File: src/rtl/ttl_update_pkg.sv
// ttl_update_pkg: shared constants and helpers
// for the TTL update stage.
package ttl_update_pkg;

  localparam logic [15:0] ETHERTYPE_IPV4 = 16'h0800;

  localparam int ETH_TYPE_LSB = 144;
  localparam int TTL_LSB      = 72;
  localparam int CSUM_LSB     = 48;

  localparam logic [15:0] CSUM_TTL_ADJ = 16'h0100;

  // One's-complement 16-bit add with end-around carry.
  function automatic logic [15:0] ones_add16(
    input logic [15:0] a,
    input logic [15:0] b
  );
    logic [16:0] s;
    s = {1'b0, a} + {1'b0, b};
    return s[15:0] + {15'd0, s[16]};
  endfunction

endpackage

File: src/rtl/ttl_update.sv
// ttl_update: decrements IPv4 TTL on header beats,
// patches the checksum and redirects expired packets.
module ttl_update
  import ttl_update_pkg::*;
#(
  parameter int C_S_AXI_DATA_WIDTH   = 32,
  parameter int C_M_AXIS_DATA_WIDTH  = 256,
  parameter int C_S_AXIS_DATA_WIDTH  = 256,
  parameter int C_M_AXIS_TUSER_WIDTH = 128,
  parameter int C_S_AXIS_TUSER_WIDTH = 128,
  parameter int SRC_PORT_POS         = 16,
  parameter int DST_PORT_POS         = 24
) (
  input  logic                              AXI_ACLK,
  input  logic                              AXI_RESET,
  input  logic [C_S_AXIS_DATA_WIDTH-1:0]    S_AXIS_TDATA,
  input  logic [C_S_AXIS_DATA_WIDTH/8-1:0]  S_AXIS_TSTRB,
  input  logic [C_S_AXIS_TUSER_WIDTH-1:0]   S_AXIS_TUSER,
  input  logic                              S_AXIS_TVALID,
  input  logic                              S_AXIS_TLAST,
  output logic                              S_AXIS_TREADY,
  output logic [C_M_AXIS_DATA_WIDTH-1:0]    M_AXIS_TDATA,
  output logic [C_M_AXIS_DATA_WIDTH/8-1:0]  M_AXIS_TSTRB,
  output logic [C_M_AXIS_TUSER_WIDTH-1:0]   M_AXIS_TUSER,
  output logic                              M_AXIS_TVALID,
  output logic                              M_AXIS_TLAST,
  input  logic                              M_AXIS_TREADY,
  input  logic [C_S_AXI_DATA_WIDTH-1:0]     reset,
  output logic [C_S_AXI_DATA_WIDTH-1:0]     ipv4_fwd_count,
  output logic [C_S_AXI_DATA_WIDTH-1:0]     ttl_expired_count
);

  localparam logic [0:0] WAIT_HDR = 1'b0;
  localparam logic [0:0] IN_PKT   = 1'b1;

  localparam int DW = C_M_AXIS_DATA_WIDTH;
  localparam int UW = C_M_AXIS_TUSER_WIDTH;
  localparam int CW = C_S_AXI_DATA_WIDTH;

  localparam logic [CW-1:0] CNT_ONE = 1;

  logic [0:0]    state_q, state_d;
  logic          tvalid_q, tvalid_d;
  logic          tlast_q, tlast_d;
  logic [DW-1:0] tdata_q, tdata_d;
  logic [DW/8-1:0] tstrb_q, tstrb_d;
  logic [UW-1:0] tuser_q, tuser_d;
  logic [CW-1:0] fwd_q, fwd_d;
  logic [CW-1:0] exp_q, exp_d;

  logic          s_ready;
  logic          accept;
  logic          is_hdr;
  logic          is_ipv4;
  logic          ttl_live;
  logic [7:0]    ttl_in;
  logic [15:0]   csum_in;
  logic [DW-1:0] mod_data;
  logic [UW-1:0] mod_user;

  // Header classification and field rewrite for the incoming beat.
  always_comb begin
    s_ready  = !tvalid_q || M_AXIS_TREADY;
    accept   = S_AXIS_TVALID && s_ready;
    is_hdr   = (state_q == WAIT_HDR);
    ttl_in   = S_AXIS_TDATA[TTL_LSB +: 8];
    csum_in  = S_AXIS_TDATA[CSUM_LSB +: 16];
    is_ipv4  = (S_AXIS_TDATA[ETH_TYPE_LSB +: 16] == ETHERTYPE_IPV4);
    ttl_live = (ttl_in > 8'd1);
    mod_data = S_AXIS_TDATA;
    mod_user = S_AXIS_TUSER;
    if (is_hdr && is_ipv4) begin
      if (ttl_live) begin
        mod_data[TTL_LSB +: 8]   = ttl_in - 8'd1;
        mod_data[CSUM_LSB +: 16] = ones_add16(csum_in, CSUM_TTL_ADJ);
      end else begin
        mod_user[DST_PORT_POS +: 8] =
          {S_AXIS_TUSER[SRC_PORT_POS +: 7], 1'b0};
      end
    end
  end

  // Packet framing and one-entry output register next state.
  always_comb begin
    state_d  = state_q;
    tvalid_d = tvalid_q;
    tlast_d  = tlast_q;
    tdata_d  = tdata_q;
    tstrb_d  = tstrb_q;
    tuser_d  = tuser_q;
    if (accept) begin
      state_d  = S_AXIS_TLAST ? WAIT_HDR : IN_PKT;
      tvalid_d = 1'b1;
      tlast_d  = S_AXIS_TLAST;
      tdata_d  = mod_data;
      tstrb_d  = S_AXIS_TSTRB;
      tuser_d  = mod_user;
    end else if (M_AXIS_TREADY) begin
      tvalid_d = 1'b0;
    end
  end

  // Statistics counters; a clear request overrides an increment.
  always_comb begin
    fwd_d = fwd_q;
    exp_d = exp_q;
    if (accept && is_hdr && is_ipv4) begin
      if (ttl_live) fwd_d = fwd_q + CNT_ONE;
      else          exp_d = exp_q + CNT_ONE;
    end
    if (reset == CNT_ONE) begin
      fwd_d = '0;
      exp_d = '0;
    end
  end

  // State, output register and counter flops.
  always_ff @(posedge AXI_ACLK or posedge AXI_RESET) begin
    if (AXI_RESET) begin
      state_q  <= WAIT_HDR;
      tvalid_q <= 1'b0;
      tlast_q  <= 1'b0;
      tdata_q  <= '0;
      tstrb_q  <= '0;
      tuser_q  <= '0;
      fwd_q    <= '0;
      exp_q    <= '0;
    end else begin
      state_q  <= state_d;
      tvalid_q <= tvalid_d;
      tlast_q  <= tlast_d;
      tdata_q  <= tdata_d;
      tstrb_q  <= tstrb_d;
      tuser_q  <= tuser_d;
      fwd_q    <= fwd_d;
      exp_q    <= exp_d;
    end
  end

  assign S_AXIS_TREADY     = s_ready;
  assign M_AXIS_TVALID     = tvalid_q;
  assign M_AXIS_TLAST      = tlast_q;
  assign M_AXIS_TDATA      = tdata_q;
  assign M_AXIS_TSTRB      = tstrb_q;
  assign M_AXIS_TUSER      = tuser_q;
  assign ipv4_fwd_count    = fwd_q;
  assign ttl_expired_count = exp_q;

endmodule

File: config.mk
export PLATFORM = sky130hd
export DESIGN_NAME = ttl_update
export DESIGN_NICKNAME = d
export VERILOG_FILES = /design/src/rtl/ttl_update_pkg.sv /design/src/rtl/ttl_update.sv
export SDC_FILE = /design/constraint.sdc
export NUM_CORES = 1
export LEC_CHECK = 0
export BUFFER_PORTS_ARGS = -buffer_cell sky130_fd_sc_hd__buf_2
export CORE_AREA = 2 2 362 364
export DETAILED_ROUTE_END_ITERATION = 12
export DIE_AREA = 0 0 364 366
export GPL_ROUTABILITY_DRIVEN = 0
export GPL_TIMING_DRIVEN = 0
export SKIP_LAST_GASP = 1
export SYNTH_ARGS = -nofsm -noshare
export SYNTH_HDL_FRONTEND = slang
export SYNTH_SLANG_ARGS = --single-unit
File: constraint.sdc
create_clock -name AXI_ACLK -period 30.4 [get_ports AXI_ACLK]
set_clock_uncertainty 0.2 [all_clocks]
set_input_delay 4.56 -clock AXI_ACLK [delete_from_list [all_inputs] [get_ports AXI_ACLK]]
set_output_delay 4.56 -clock AXI_ACLK [all_outputs]
set_load 0.005 [all_outputs]
==> results.yml, run 1 <==
outcome:
  outcome: "complete, no violations"
logic_synthesis:
  synth_area_leaders: "dfrtp_1, nand2_1, xnor2_1"
  syn_area_um2: 19700
  syn_nets: 2695
  synth_area_leader_cell: "dfrtp_1"
  synthArstFlopShare_pct: 100
  syn_inst: 2233
  ys.flop_type: "dfrtp_1"
  synth_top_area_share_pct: 61.4
  synth_seq_cells: 483
  synth_area_per_cell_um2: 8.82
  seq_area_frac_synth_pct: 61.4
  synth_warnings: 0
  synth-edff-count: 0
  yosysUniqueCellTypes: 41
clock_tree:
  clockBufferDepth: 3
  insertion_delay_ps: 650
  cts_hold_buf: 0
  clock-sinks: 483
  postCtsResizedCells: 0
  h-tree-depth: 2
  tritoncts: "built"
  clk_pin_slew_ps: 60
  cts_setup_buffers: 0
  cts_root_buffer: "clkbuf_16"
  cts_inserted_buffers: 59
global_routing:
  grt_usage_pct: 14.1
  grt_pass1_vias: 19000
  antenna_found_initial: 22
  grt_overflow: 0
  grt_max_degree: 122
  grt_pass1_wl_um: 136000
setup_path:
  worstSetupPathType: "in2out"
  worstSetupStartpointType: "input port"
  endpoint_kind: "output port"
  path_delay_family: "buffers and inverters"
  path_cells: "buf_2 > nor2b_1 > inv_1 > buf_2"
  max_stage_delay_ps: 300
  cp_num_buf_inv: 3
  path_common_cell: "buf_2"
  crit_slowest_cell: "nor2b_1"
  critPathRequiredTime_ps: 25640
  critPathMaxFanout: 4
  arrival_ps: 5370
power:
  cellLeakagePower_nw: 15.4
  p_total_w: 0.00178
  vdd_drop_max_mv: 0.0402
  pwr_density_cell_nw_per_um2: 61.8
timing:
  max_freq_ghz: 0.0987
  fin_crit_ps: 10130
  setup_tns_ps: 0
  hold_viol: 0
  tightest_slew_ps: 1200
  setup_violations: 0
  fin_crit_sh_pct: 33.3
  fin_ws_ps: 20270
  slew_headroom_pct: 19.7
  slew_viol_final: 0
  rsz0062_at_grt: "no"
finish:
  multi_input_area_um2: 7100
  layout_common_cells: "nand2_1, buf_2, dfrtp_1, clkbuf_1, nor2_1"
  register_area_um2: 12100
  syn2layout_area_growth_pct: 46.2
  fill_cells: 14400
  layout-drive-gt1-share_pct: 32.5
  stdcell_count: 5029
  fin_nets: 3695
  final_common_cell: "nand2_1"
detailed_routing:
  via_count: 19100
  drt_iter0_drc: 1073
  firstDrtPassIters: 5
  wire_per_inst_um: 19.3
  route.detailed.drc: 0
  viasPerCell: 3.79
  ant_nets: 0
  totalWireLength_um: 97100
floorplanning:
  row_count: 132
  pin_count: 936
  die_height_um: 366
  die-area_um2: 133000
  fp.coreArea_um2: 129000
  die_x_um: 364
  start_util_pct: 15.3
placed_design:
  dp_hpwl_um: 77900
  portBuffers: 934
  preCtsSetupSlack_ps: 20260
  place_inst: 4914
job:
  drv_cap: 0
worst_hold_path:
  hold_class: "reg2reg"
[flip-flops by register name, summed over array words and instances (netlist names)]
register,cells
M_AXIS_TSTRB,32
ipv4_fwd_count,32
M_AXIS_TLAST,1
state_q,1
M_AXIS_TDATA,256
ttl_expired_count,32
M_AXIS_TVALID,1
M_AXIS_TUSER,128
[cell usage after synthesis, types with 4 or more instances]
cell type	instances
mux2i_1	11
and3_1	12
inv_1	21
nor2_1	85
o21ai_0	38
a21oi_1	10
nand3_1	34
nor3_1	32
nor4_1	28
a211oi_1	4
dfrtp_1	483
ha_1	9
a31oi_1	6
buf_1	4
nand4_1	13
buf_2	4
xor2_1	14
nand2_1	1220
and4_1	4
xnor2_1	58
nor4b_1	4
or4_1	4
clkbuf_1	103
or3_1	9
[cell type report]
type | count | share of cell area [%]
flip-flops and latches | 483 | 42.0
multi-input cells | 1617 | 24.7
repair buffers | 939 | 16.7
well taps | 1742 | 7.57
clock buffers | 78 | 5.90
plain buffers | 112 | 1.50
clock inverters | 30 | 1.32
inverters | 21 | 0.300
diodes | 7 | 0.0609
[power breakdown]
group / internal, W / leakage [nW] / total, W / switching (W)
Sequential: 0.000716 / 6.01 / 0.000756 / 0.0000398
Combinational: 0.000106 / 8.35 / 0.000264 / 0.000159
Clock: 0.000446 / 1.01 / 0.000757 / 0.000312
Total: 0.00127 / 15.4 / 0.00178 / 0.000510
[metrics by stage]
step	hold WS (ps)	utilization [%]	area [µm²]
finish	265	22.3	28800
global route	287	22.3	28800
CTS	271	22.3	28800
detailed placement	256	20.7	26700
global placement	252	20.6	26500
floorplan	270	-	19700
[cell families (layout without fill, tap and decap cells)]
family                     after synthesis  after routing  synth area share (%)
other                                    0              7                     0
AOI/OAI and AO/OA                       65             65                  1.86
adders and majority gates                9              9                 0.572
buffers and inverters                  133           1180                  2.58
muxes                                   11             11                 0.559
DFF                                    483            483                  61.4
xor gates and xnor gates                72             72                  3.20
and+or+nand+nor                       1460           1460                  29.8
[worst paths after layout]
kind,start,endpoint,slack (ps),depth (start not counted)
max,M_AXIS_TREADY,S_AXIS_TREADY,20270,4
min,M_AXIS_TDATA[83],M_AXIS_TDATA[83],270,2
max reg2reg,state_q,ipv4_fwd_count[18],26210,7
min reg2reg,M_AXIS_TDATA[83],M_AXIS_TDATA[83],270,2
max in group asynchronous,AXI_RESET,M_AXIS_TUSER[60],24580,4
min in group asynchronous,AXI_RESET,M_AXIS_TDATA[247],3760,2
[tightest hold or removal path: cells and delay by family (launching register included)]
family	cells	cell delay [ps]
flip-flops	1	340
AND/OR/NAND/NOR	2	100
[metal layers]
metal  vias to the layer above  routed length [µm]  global-route usage, %
met2                       771               48300                   24.9
met4                         4                2780                   4.19
met1                      9121               38800                   16.8
li1                       9018                   -                      -
met5                         -                  21                      0
met3                       140                7160                   3.34
Power figures use the tool's default switching activity.
==> run 2, diff against run 1 <==
Clock period 30.4 ns to 9.4 ns, I/O delays scaled along.
==> run 2 against run 1 <==
  * Wire length fell by 3.2%
  * Critical path depth is 4 higher
  * Cell count rose by 0.16%
  * Combinational power rose to 3.3 times the previous value
  * Clock-buffer cell count grew 7
  * Critical path type is now in2reg
  * Critical endpoint is now M_AXIS_TDATA[63]
  * Largest cell class unchanged
  * Highest routed layer is now met4
==> results.yml, run 2 (same netlist as run 1, synthesis figures left out) <==
outcome:
  outcome: "complete, no violations"
floorplanning:
  row_count: 132
  pin_count: 936
  fp.coreArea_um2: 129000
  die_x_um: 364
  die_height_um: 366
  die-area_um2: 133000
  start_util_pct: 15.3
setup_path:
  reg2reg_from: "M_AXIS_TVALID"
  worst-path-stages: 8
  r2r_slack_ps: 4900
  rr_endpoint: "M_AXIS_TDATA[76]"
  path_cells: "buf_2 > nor4b_1 > nand3_1 > nor3_1 > clkbuf_1 > nand3_1 > xnor2_1 > o21ai_0"
  worstSetupStartpointType: "input port"
  max_stage_delay_ps: 1170
  cp_num_buf_inv: 2
  arrival_ps: 5150
  critPathRequiredTime_ps: 9700
  path_delay_family: "simple AND/OR/NAND/NOR gates"
  path_common_cell: "nand3_1"
  worstSetupPathType: "in2reg"
  ff2ff_path_depth: 7
  endpoint_kind: "flop"
  critPathMaxFanout: 10
  crit_slowest_cell: "nor4b_1"
global_routing:
  grtUsageMet1_pct: 14.9
  antenna_found_initial: 31
  use_met3_pct: 3.59
  busiest_layer: "met2"
  grt_overflow: 0
  grtUsageMet2_pct: 25.0
  grt_pass1_wl_um: 133000
  grt_pass1_vias: 19000
  grt_usage_pct: 13.7
  grt_max_degree: 42
detailed_routing:
  via_count: 18900
  drt_iter0_drc: 1167
  viasPerCell: 3.75
  route.detailed.drc: 0
  ant_nets: 0
  wire_per_inst_um: 18.7
  totalWireLength_um: 94000
  firstDrtPassIters: 7
timing:
  rsz0062_at_grt: "no"
  tightest_slew_ps: 1430
  max_freq_ghz: 0.206
  setup_violations: 0
  fin_crit_ps: 4840
  slew_headroom_pct: 3.23
  hold_viol: 0
  slew_viol_final: 0
  setup_tns_ps: 0
  fin_crit_sh_pct: 51.5
  hold-worst-slack_ps: 265
clock_tree:
  cts_hold_buf: 0
  insertion_delay_ps: 650
  cts_inserted_buffers: 58
  h-tree-depth: 2
  clk_pin_slew_ps: 60
  cts_setup_buffers: 0
  clock-sinks: 483
  cts_root_buffer: "clkbuf_16"
  tritoncts: "built"
  clockBufferDepth: 3
  postCtsResizedCells: 0
finish:
  fin_nets: 3702
  syn2layout_area_growth_pct: 47.0
  layout_common_cells: "nand2_1, buf_2, dfrtp_1, clkbuf_1, nor2_1"
  stdcell_count: 5037
  largest_reg_flops: 256
  final_common_cell: "nand2_1"
  layout-drive-gt1-share_pct: 32.5
power:
  pwr_density_cell_nw_per_um2: 201
  p_total_w: 0.00580
  vdd_drop_max_mv: 0.146
  cellLeakagePower_nw: 15.5
worst_hold_path:
  hold_path_startpoint: "M_AXIS_TUSER[94]"
  whs_endpoint: "M_AXIS_TUSER[94]"
  worstHoldPathCells: 2
  hold_class: "reg2reg"
placed_design:
  portBuffers: 934
  dp_hpwl_um: 76400
  place_inst: 4922
job:
  drv_cap: 0
## run 2: area by class of cell
type	instances	area, µm²
diodes	7	17.5
plain buffers	112	433
clock buffers	85	1770
clock inverters	23	352
fillers	14300	100000
inverters	21	82.6
multi-input cells	1617	7090
flip-flops and latches	483	12100
well taps	1742	2180
repair buffers	947	4930
## run 2: layer usage
metal | up-vias | wire, µm | part of all wire (%)
li1 | 9025 | - | -
met2 | 733 | 48100 | 51
met1 | 8997 | 35400 | 38
met3 | 154 | 6700 | 7.1
met5 | - | 0 | 0
met4 | 0 | 3780 | 4.0
## run 2: how the worst max path moves through the flow
| stage | end | from |
|---|---|---|
| final | M_AXIS_TDATA[63] | S_AXIS_TDATA[156] |
| after global routing | M_AXIS_TDATA[76] | M_AXIS_TREADY |
| after CTS | M_AXIS_TDATA[76] | M_AXIS_TREADY |
| after detailed placement | M_AXIS_TDATA[76] | M_AXIS_TREADY |
| after global placement | M_AXIS_TDATA[5] | AXI_RESET |
| after floorplan | M_AXIS_TDATA[0] | AXI_RESET |
## run 2: worst min-delay path, cell delays in order, from the launching register on
cell	delay [ps]
dfrtp_1	330
nand2_1	50
nand2_1	50
## run 2: report_power, final
part / switching [W] / internal (W) / leakage (nW) / total (W)
registers: 0.000136 / 0.00231 / 6.01 / 0.00245
logic: 0.000514 / 0.000348 / 8.41 / 0.000862
clock network: 0.000969 / 0.00152 / 1.04 / 0.00249
## run 2: metrics by stage
stage / utilization, % / worst slack, ps / instance area, µm²
3_3_place_gp: 20.6 / -2190 / 26500
2_1_floorplan: - / 1240 / 19700
5_1_grt: 22.4 / 4170 / 28900
4_1_cts: 22.4 / 4150 / 28900
6_report: 22.4 / 4560 / 28900
3_5_place_dp: 20.8 / 3450 / 26800
==> run 3, diff against run 2 <==
Clock period 9.4 ns to 4.7 ns, I/O delays scaled along.
==> run 3 against run 2 <==
  * Sequential share of layout area fell by 2.5 points
  * Via count rose by 4.7%
  * Clock power rose by 100%
  * Register-to-register slack got worse by 4500 ps
  * Wire length rose by 2.1%
  * Combinational power rose by 120%
  * Die area did not move
  * Cell area rose by 6.3%
  * Critical path type is now reg2reg
  * Flip-flop and latch count did not move
  * Core utilization rose by 1.4 points
  * Cell count rose by 3.6%
  * Worst setup slack got worse by 4200 ps
==> results.yml, run 3 (same netlist as run 1, synthesis figures left out) <==
setup_path:
  critPathRequiredTime_ps: 5000
  worstSetupStartpointType: "flop"
  critPathMaxFanout: 10
  path_delay_family: "simple AND/OR/NAND/NOR gates"
  endpoint_kind: "flop"
  worstSetupPathType: "reg2reg"
  path_common_cell: "nand3_1"
  reg2reg_from: "state_q"
  startpoint: "state_q"
  crit_slowest_cell: "nor4b_1"
  cp_num_buf_inv: 1
  arrival_ps: 4650
  path_cells: "nor4b_1 > nand3_1 > nor3_1 > clkbuf_1 > nand3_1 > xnor2_1 > o21ai_0"
  max_stage_delay_ps: 1190
clock_tree:
  cts_inserted_buffers: 58
  clockBufferDepth: 3
  tritoncts: "built"
  h-tree-depth: 2
  cts_root_buffer: "clkbuf_16"
  cts_setup_buffers: 0
  insertion_delay_ps: 650
  clock-sinks: 483
  clk_pin_slew_ps: 60
power:
  vdd_drop_max_mv: 0.294
  cellLeakagePower_nw: 16.2
  pwr_density_cell_nw_per_um2: 382
floorplanning:
  die-area_um2: 133000
  die_height_um: 366
  pin_count: 936
  die_x_um: 364
  row_count: 132
  start_util_pct: 15.3
  fp.coreArea_um2: 129000
global_routing:
  grt_usage_pct: 14.0
  grt_max_degree: 42
  grt_pass1_wl_um: 137000
  grt_pass1_vias: 20200
  grt_overflow: 0
  antenna_found_initial: 26
finish:
  largest_reg_flops: 256
  fin_nets: 3884
  layout-drive-gt1-share_pct: 30.8
  layout_common_cells: "nand2_1, buf_2, dfrtp_1, dlygate4sd3_1, clkbuf_1"
  syn2layout_area_growth_pct: 56.3
  post-route-util_pct: 23.8
  final_common_cell: "nand2_1"
  register_area_um2: 12100
  stdcell_count: 5217
  multi_input_area_um2: 7090
  fill_cells: 14000
detailed_routing:
  firstDrtPassIters: 5
  route.detailed.drc: 0
  ant_nets: 0
  drt_iter0_drc: 1212
  totalWireLength_um: 96000
  viasPerCell: 3.79
  via_count: 19800
  wire_per_inst_um: 18.4
placed_design:
  place_inst: 4922
  portBuffers: 934
  dp_hpwl_um: 76400
timing:
  fin_crit_sh_pct: 92.5
  slew_headroom_pct: 2.70
  hold-worst-slack_ps: 59.5
  fin_crit_ps: 4350
  tightest_slew_ps: 1440
  hold_viol: 0
  setup_violations: 0
  max_freq_ghz: 0.230
  slew_viol_final: 0
  rsz0062_at_grt: "no"
job:
  drv_cap: 0
outcome:
  outcome: "complete, no violations"
worst_hold_path:
  hold_path_startpoint: "S_AXIS_TDATA[109]"
  hold_class: "in2reg"
-- run 3: cell count changes in the layout (fill, tap and decap cells not counted), sizes merged --
cell and change:
diode -2, dlygate4sd3 +182
-- run 3: metal layers --
metal / wire [µm] / GRT usage (%) / share of wire, % / up-vias
li1: - / - / - / 9381
met4: 3680 / 4.92 / 3.8 / 0
met2: 49700 / 25.9 / 52 / 798
met3: 6810 / 3.33 / 7.1 / 167
met1: 35900 / 15.3 / 37 / 9445
met5: 0 / 0 / 0 / -
-- run 3: layout make-up --
class                   count  area share [%]
clock inverters            23            1.14
flip-flops and latches    483            39.3
well taps                1742            7.09
multi-input cells        1617            23.1
inverters                  21           0.268
plain buffers             112            1.41
repair buffers           1129            22.0
diodes                      5          0.0407
clock buffers              85            5.74
-- run 3: where the power goes --
part	switching [W]	internal [W]
sequential	0.000275	0.00463
clock	0.00194	0.00304
combinational	0.00106	0.000795
-- run 3: worst register-to-register path, cell delays in order, from the launching register on --
cell      delay [ps]
dfrtp_1          480
nor4b_1         1190
nand3_1          240
nor3_1           960
clkbuf_1         670
nand3_1          190
xnor2_1          190
o21ai_0           90
-- run 3: final timing paths --
kind                       cells past startpoint           endpoint  slack [ps]
max in group asynchronous                      9   M_AXIS_TUSER[23]        1820
min in group asynchronous                      3  M_AXIS_TDATA[105]         470
min                                            3  M_AXIS_TDATA[109]          60
max reg2reg                                    7   M_AXIS_TDATA[63]         350
max                                            7   M_AXIS_TDATA[63]         350
min reg2reg                                    2   M_AXIS_TUSER[58]         270
-- run 3: timing repair --
item	4_1_cts	5_1_grt
setup endpoints to repair	10	0
hold buffers	182	0
resized for setup	1	0
hold endpoints to repair	202	0
-- run 3: per-stage QoR --
stage | setup slack (ps) | TNS [ps] | power [W] | area (µm²)
final | 350 | 0 | 0.0117 | 30800
after global routing | 64.2 | 0 | 0.0123 | 30800
after CTS | 61.8 | 0 | 0.0119 | 30800
after detailed placement | -540 | -6790 | 0.00673 | 26800
after global placement | -6180 | -2976520 | 0.00669 | 26500
after floorplan | -2750 | -1329070 | 0.00558 | 19700
